<file path="src/rtl/dff_pipe_pkg.sv">
// Shared constants and helpers for the dff_pipe elastic pipeline.
package dff_pipe_pkg;

    localparam int unsigned DEF_WIDTH = 8;
    localparam int unsigned DEF_DEPTH = 3;

    // Bits needed to count 0..depth inclusive.
    function automatic int unsigned cnt_w(input int unsigned depth);
        return $clog2(depth + 1);
    endfunction

endpackage

</file>
<file path="src/rtl/dff_pipe_if.sv">
// Producer-side and consumer-side valid/ready channels of dff_pipe.
interface dff_pipe_if
    import dff_pipe_pkg::*;
#(
    parameter int unsigned WIDTH = DEF_WIDTH
) ();

    logic             in_valid;
    logic             in_ready;
    logic [WIDTH-1:0] in_data;
    logic             out_valid;
    logic             out_ready;
    logic [WIDTH-1:0] out_data;

    modport master (
        output in_valid,
        output in_data,
        output out_ready,
        input  in_ready,
        input  out_valid,
        input  out_data
    );

    modport slave (
        input  in_valid,
        input  in_data,
        input  out_ready,
        output in_ready,
        output out_valid,
        output out_data
    );

endinterface

</file>
<file path="src/rtl/dff_pipe_stage.sv">
// One elastic register stage: loads from upstream whenever it is empty or
// its downstream neighbour is also advancing.
module dff_pipe_stage
    import dff_pipe_pkg::*;
#(
    parameter int unsigned      WIDTH   = DEF_WIDTH,
    parameter logic [WIDTH-1:0] RST_VAL = '0
) (
    input  logic             clk,
    input  logic             rst,
    input  logic             flush,
    input  logic             up_valid,
    input  logic [WIDTH-1:0] up_data,
    input  logic             dn_ready,
    output logic             v,
    output logic [WIDTH-1:0] d,
    output logic             rdy
);

    logic             r_v;
    logic [WIDTH-1:0] r_d;

    assign rdy = ~r_v | dn_ready;

    always_ff @(posedge clk) begin
        if (rst) begin
            r_v <= 1'b0;
            r_d <= RST_VAL;
        end else if (flush) begin
            r_v <= 1'b0;
        end else if (rdy) begin
            r_v <= up_valid;
            // Bubbles advance the valid bit only; data keeps its last beat.
            if (up_valid) begin
                r_d <= up_data;
            end
        end
    end

    assign v = r_v;
    assign d = r_d;

endmodule

</file>
<file path="src/rtl/dff_pipe.sv">
// Elastic DEPTH-stage retiming pipeline with valid/ready backpressure,
// synchronous flush and a registered occupancy count.
module dff_pipe
    import dff_pipe_pkg::*;
#(
    parameter int unsigned      WIDTH   = DEF_WIDTH,
    parameter int unsigned      DEPTH   = DEF_DEPTH,
    parameter logic [WIDTH-1:0] RST_VAL = '0
) (
    input  logic                      clk,
    input  logic                      rst,
    input  logic                      flush,
    dff_pipe_if.slave                 bus,
    output logic [cnt_w(DEPTH)-1:0]   occupancy
);

    localparam int unsigned OCC_W = cnt_w(DEPTH);

    logic             w_in_xfer;
    logic             w_out_xfer;
    logic [OCC_W-1:0] r_occ;

    // Per-stage signals live inside each generate block so the ready chain
    // is a string of distinct nets rather than one self-referencing vector.
    genvar gi;
    for (gi = 0; gi < DEPTH; gi++) begin : g_stage
        logic             w_v;
        logic             w_rdy;
        logic [WIDTH-1:0] w_d;
        logic             w_up_valid;
        logic [WIDTH-1:0] w_up_data;
        logic             w_dn_ready;

        if (gi == 0) begin : g_head
            assign w_up_valid = bus.in_valid;
            assign w_up_data  = bus.in_data;
        end else begin : g_body
            assign w_up_valid = g_stage[gi-1].w_v;
            assign w_up_data  = g_stage[gi-1].w_d;
        end

        if (gi == DEPTH - 1) begin : g_tail
            assign w_dn_ready = bus.out_ready;
        end else begin : g_mid
            assign w_dn_ready = g_stage[gi+1].w_rdy;
        end

        dff_pipe_stage #(
            .WIDTH   (WIDTH),
            .RST_VAL (RST_VAL)
        ) u_stage (
            .clk      (clk),
            .rst      (rst),
            .flush    (flush),
            .up_valid (w_up_valid),
            .up_data  (w_up_data),
            .dn_ready (w_dn_ready),
            .v        (w_v),
            .d        (w_d),
            .rdy      (w_rdy)
        );
    end

    assign bus.in_ready  = g_stage[0].w_rdy & ~flush;
    assign bus.out_valid = g_stage[DEPTH-1].w_v;
    assign bus.out_data  = g_stage[DEPTH-1].w_d;

    assign w_in_xfer  = bus.in_valid & bus.in_ready;
    assign w_out_xfer = bus.out_valid & bus.out_ready;

    always_ff @(posedge clk) begin
        if (rst || flush) begin
            r_occ <= '0;
        end else begin
            r_occ <= r_occ + OCC_W'(w_in_xfer) - OCC_W'(w_out_xfer);
        end
    end

    assign occupancy = r_occ;

endmodule

</file>
<file path="src/flat_wrapper.sv">
// flat-port wrapper written by rule: the top's interface ports become plain ports
module dff_pipe_flat import dff_pipe_pkg::*;
#(
    parameter int unsigned      WIDTH   = DEF_WIDTH,
    parameter int unsigned      DEPTH   = DEF_DEPTH,
    parameter logic [WIDTH-1:0] RST_VAL = '0
)
  (clk, rst, flush, occupancy, bus_in_valid, bus_in_data, bus_out_ready, bus_in_ready, bus_out_valid, bus_out_data);
  dff_pipe_if #(.WIDTH(WIDTH)) bus_i ();
  input  logic clk;
  input  logic rst;
  input  logic flush;
  output logic [cnt_w(DEPTH)-1:0] occupancy;
  input wire logic [$bits(bus_i.in_valid)-1:0] bus_in_valid;
  input wire logic [$bits(bus_i.in_data)-1:0] bus_in_data;
  input wire logic [$bits(bus_i.out_ready)-1:0] bus_out_ready;
  output wire logic [$bits(bus_i.in_ready)-1:0] bus_in_ready;
  output wire logic [$bits(bus_i.out_valid)-1:0] bus_out_valid;
  output wire logic [$bits(bus_i.out_data)-1:0] bus_out_data;
  assign bus_i.in_valid = bus_in_valid;
  assign bus_i.in_data = bus_in_data;
  assign bus_i.out_ready = bus_out_ready;
  assign bus_in_ready = bus_i.in_ready;
  assign bus_out_valid = bus_i.out_valid;
  assign bus_out_data = bus_i.out_data;
  dff_pipe #(.WIDTH(WIDTH), .DEPTH(DEPTH), .RST_VAL(RST_VAL)) u_core (.clk(clk), .rst(rst), .flush(flush), .bus(bus_i), .occupancy(occupancy));
endmodule
</file>
<file path="config.mk">
export PLATFORM = sky130hd
export DESIGN_NAME = dff_pipe_flat
export DESIGN_NICKNAME = d
export VERILOG_FILES = /design/src/rtl/dff_pipe_pkg.sv /design/src/rtl/dff_pipe_if.sv /design/src/rtl/dff_pipe_stage.sv /design/src/rtl/dff_pipe.sv /design/src/flat_wrapper.sv
export SDC_FILE = /design/constraint.sdc
export NUM_CORES = 1
export LEC_CHECK = 0
export CAP_MARGIN = 25
export CORE_MARGIN = 2
export CORE_UTILIZATION = 50
export DETAILED_ROUTE_END_ITERATION = 8
export PLACE_DENSITY = 0.77
export SLEW_MARGIN = 20
export SYNTH_ARGS = -nofsm -noshare
export SYNTH_HDL_FRONTEND = slang
export SYNTH_SLANG_ARGS = --single-unit
</file>
<file path="constraint.sdc">
create_clock -name clk -period 2.25 [get_ports clk]
set_clock_uncertainty 0.05 [all_clocks]
set_input_delay 0.45 -clock clk [delete_from_list [all_inputs] [get_ports clk]]
set_output_delay 0.45 -clock clk [all_outputs]
set_load 0.01 [all_outputs]
</file>
==> out/results.md, run 1 <==
| Step | Result | This run |
|:---|:---|:---|
| outcome | Run status | completed |
| clocking | Cts bufs inserted | 5 |
| floorplan | Area of the core region | 0.002410 mm2 |
| floorplan | Die boundary height | 53.95 um |
| placement | Placed cell areas | 0.001514 mm2 |
| timing | RSZ-0062 raised after global routing | false |
| setup path | Reg2reg setup slack | 0.60 ns |
| timing | Setup slack of the critical path after layout | 0.2356 ns |
| route | Met3 routed wirelength | 119 um |
| setup path | Critical path data arrival time | 1.51 ns |
| synthesis | Yosys top cell by area | dfxtp_1 |
| cells and area | # nets final | 168 |
| cells and area | Layout cells sized above 1 | 0.1046 |
| route | DRC violation total after the first TritonRoute iteration | 7 |
| synthesis | Yosys warns | 0 |
| power | Power spent charging and discharging nets | 0.2018 mW |
| timing | Max Slew Vio Count | 0 |
| floorplan | DIE WIDTH | 53.95 um |
| power | Share of power burned in combinational logic | 0.085 |
| global routing | Pin count of the biggest net entering global routing | 36 |
| route | Total via count after detailed routing | 917 |
| global routing | Global-route usage over all layers | 0.1814 |
| route | Drt first pass iters | 4 |
| synthesis | Dominant synthesized flop cell | dfxtp_1 |
| global routing | Antenna violations before repair | 0 |
| synthesis | Largest cells by area after synthesis | dfxtp_1 (47%), nand2b_1 (13%), mux2i_1 (13%) |
| timing | Fraction of the cycle the final worst path needs | 0.8953 |
| timing | Measured slew at the worst slew-check pin | 0.4551 ns |
| route | Metal1 wirelength | 1046 um |
| power | Leakage power of the design | 0.5816 nW |
| floorplan | Die area | 0.002911 mm2 |
| timing | Max Freq | 0.4964 GHz |
| route | Metal2 WL | 956 um |
| synthesis | Part of the Yosys area used for sequential elements | 0.4654 |
| floorplan | IO Count | 25 |
| power | Share of total power in the clock network | 0.341 |
| clocking | Clk sink count | 29 |
| hold path | Hold/Removal Path Class | reg2reg |
| synthesis | Cell types with the highest counts after synthesis | dfxtp_1 (29), nand2b_1 (26), mux2i_1 (16) |
| route | Drc violations | 0 |
| synthesis | Most numerous cell in the Yosys netlist | dfxtp_1 |
| setup path | Type of destination of the critical path | primary output |
| placement | Placed cell count | 176 |
| cells and area | Area growth syn-to-layout | 25.68% |
| synthesis | Net count after synthesis | 140 |
| setup path | Bufs and invs on worst path | 2 |
| clocking | Post-CTS setup buffer count | 0 |
| route | WL per Instance | 11.84 um |
| timing | Number of endpoints failing setup at the final stage | 0 |
| global routing | Global-route wire length before repair | 3622 um |
| clocking | TritonCTS clock tree | yes |
| synthesis | Area of the mapped netlist | 0.001247 mm2 |
| cells and area | Fin area | 0.001568 mm2 |
| global routing | Number of global-route vias before repair | 789 |
| timing | Tightest slew margin relative to the limit | 0.6953 |
| synthesis | Post-synthesis register bit count | 29 |
| cells and area | Final-layout fill cell count | 197 |
| placement | Final HPWL DP | 1600 um |
| clocking | Clock-pin transition on the worst setup and hold timing paths | 0.08 ns |
| run | Number of maximum-capacitance constraint violations | 0 |
| global routing | Overflow left after global routing | 0 |
| setup path | Highest net fanout along the worst path | 2 |
| route | Highest layer used for signal routing | met4 |
| setup path | CP max-delay cell | clkdlybuf4s50_1 |
| cells and area | Multi-input gate area | 606.8 um2 |
| synthesis | Post-synthesis instance total | 125 |
| synthesis | Number of enable flip-flop cells after synthesis | 0 |
| power | Switching share of total power | 0.2197 |
| setup path | Type of the worst setup path | in2out |
| clocking | Depth of the CTS H-tree | 2 |
| timing | Number of hold-slack violations in the final timing report | 0 |
| synthesis | Yosys top cell area share | 0.4654 |
| clocking | Clock tree buffer depth | 2 |
| setup path | List of cells traversed by the critical path | clkdlybuf4s50_1 > and4b_4 > nor2_1 > dlygate4sd2_1 |
| power | Part of the total power dissipated in sequential elements | 0.574 |
| route | Antenna-violating nets left | 0 |
| synthesis | Avg Inst Size Synth | 9.980 um2 |
| setup path | Worst stage delay on the critical path | 0.42 ns |
| setup path | Startpoint class of the critical path | input port |
| placement | Post-Place Worst Slack | 0.001033 ns |
| clocking | Clock latency on the worst-skew pair | 0.32 ns |
| placement | Global placer's final weighted congestion | 0.7228 |
| setup path | Worst Path Required | 1.75 ns |
| power | Total power divided by cell area | 585.7 mW/mm2 |
| route | Drt total wl | 2166 um |
| route | Number of vias per cell | 5.011 |
| clocking | Root buffer cell | clkbuf_4 |
| power | Int Pwr | 0.7165 mW |
| cells and area | Number of standard cells in the final layout excluding fillers | 183 |
| timing | Aggregate negative setup slack | 0 ns |
| placement | Port Buffers | 24 |
| synthesis | Share of flip-flops with an asynchronous set or reset | 0 |
| timing | Post-layout minimum cycle time | 2.014 ns |
| power | VDD IR max | 0.4146 mV |
| floorplan | Standard-cell row count | 18 |
| power | Design Power | 0.9183 mW |
| floorplan | Effective utilization at floorplan | 0.5177 |
| synthesis | Number of library cell types mapped by synthesis | 24 |
| setup path | Kind of cell with the highest combined delay on the critical path | buffers and inverters |
| cells and area | Seq. cell area | 580.6 um2 |
| cells and area | Number of inserted diodes | 0 |
[tightest hold or removal path, cell delays in order (launching register included)]
cell     delay [ns]
dfxtp_1        0.32
nand3_1        0.06
a21oi_1        0.05
[layout make-up]
cell class / instances / share of cell area
multi-input cells: 85 / 0.3871
well taps: 30 / 0.02394
inverters: 3 / 0.007183
flip-flops and latches: 29 / 0.3703
clock buffers: 7 / 0.03512
repair buffers: 29 / 0.1764
[per-layer routing]
| metal | vias to the layer above | track usage |
|---|---|---|
| met5 | - | 0 |
| met4 | 0 | 0.07692 |
| met3 | 7 | 0.09167 |
| met2 | 23 | 0.2500 |
| met1 | 407 | 0.2362 |
| li1 | 480 | - |
[through the flow]
stage                     utilization  hold WS (ns)
after floorplan                     -        0.3942
after global placement         0.6282        0.4123
after detailed placement       0.6282        0.4174
after CTS                      0.6506        0.4315
after global routing           0.6506        0.4492
final                          0.6506        0.4252
[timing repair]
item,CTS,global route
hold buffers,0,0
gates resized for setup,1,0
setup endpoints to repair,1,0
[kinds of logic after synthesis]
kind of cell | count (synthesis) | share of synthesized area
AND/OR/NAND/NOR | 44 | 0.2197
flip-flops | 29 | 0.4654
AO/OA/AOI/OAI | 21 | 0.1043
multiplexers | 16 | 0.1284
buffers and inverters | 11 | 0.04814
XOR/XNOR | 2 | 0.01404
adder cells (fa/ha/maj) | 2 | 0.02006
[final timing paths]
kind	cells past startpoint	endpoint	startpoint
worst max-delay path	4	bus_in_ready	bus_out_ready
worst min-delay path	2	u_core.g_stage[2].u_stage.d[6]	u_core.g_stage[1].u_stage.d[6]
worst max register to register	7	u_core.occupancy[1]	u_core.g_stage[1].u_stage.v
worst min register to register	2	u_core.g_stage[2].u_stage.d[6]	u_core.g_stage[1].u_stage.d[6]
[cell usage in the layout, fill, tap and decap left out]
master,count
dlygate4sd2_1,1
clkdlybuf4s50_1,23
nor2b_1,1
a211o_2,1
xnor2_1,1
nor3_1,2
a211oi_4,1
nor3b_2,1
o21a_1,2
ha_1,2
o21ai_0,8
buf_4,5
nand3_1,8
clkbuf_4,5
xor2_1,1
dfxtp_1,29
and4b_4,1
mux2i_1,16
nor2_1,2
nand2b_1,26
clkbuf_1,1
inv_1,3
a21oi_1,9
and2_1,2
nor2b_2,1
clkbuf_8,1
[registers in the layout, indices dropped and copies added, names as in the netlist]
register                  count
u_core.g_stage.u_stage.d     24
u_core.g_stage.u_stage.v      3
u_core.occupancy              2
[power by group through the flow]
stage,combinational (mW),clock [mW],sequential [mW]
after floorplan,0.0453,0,0.539
after global placement,0.0771,0,0.539
after detailed placement,0.0787,0,0.539
after CTS,0.0785,0.326,0.527
after global routing,0.0854,0.348,0.528
final,0.0778,0.313,0.527
(Power assumes the default switching activity.)
==> run 2, diff against run 1 <==
--- a/config.mk
+++ b/config.mk
@@ -9,6 +9,7 @@
 export CORE_MARGIN = 2
 export CORE_UTILIZATION = 50
 export DETAILED_ROUTE_END_ITERATION = 8
+export GPL_ROUTABILITY_DRIVEN = 0
 export PLACE_DENSITY = 0.77
 export SLEW_MARGIN = 20
 export SYNTH_ARGS = -nofsm -noshare
==> results of run 2 <==
The final DEF is identical to that of run 1; final timing and power are the same.
==> run 3, diff against run 2 <==
--- a/config.mk
+++ b/config.mk
@@ -5,12 +5,13 @@
 export SDC_FILE = /design/constraint.sdc
 export NUM_CORES = 1
 export LEC_CHECK = 0
-export CAP_MARGIN = 25
+export CAP_MARGIN = 10
 export CORE_MARGIN = 2
 export CORE_UTILIZATION = 50
 export DETAILED_ROUTE_END_ITERATION = 8
 export GPL_ROUTABILITY_DRIVEN = 0
 export PLACE_DENSITY = 0.77
+export SETUP_SLACK_MARGIN = 0.05
 export SLEW_MARGIN = 20
 export SYNTH_ARGS = -nofsm -noshare
 export SYNTH_HDL_FRONTEND = slang
==> results of run 3 <==
The final DEF is identical to that of run 1; final timing and power are the same.
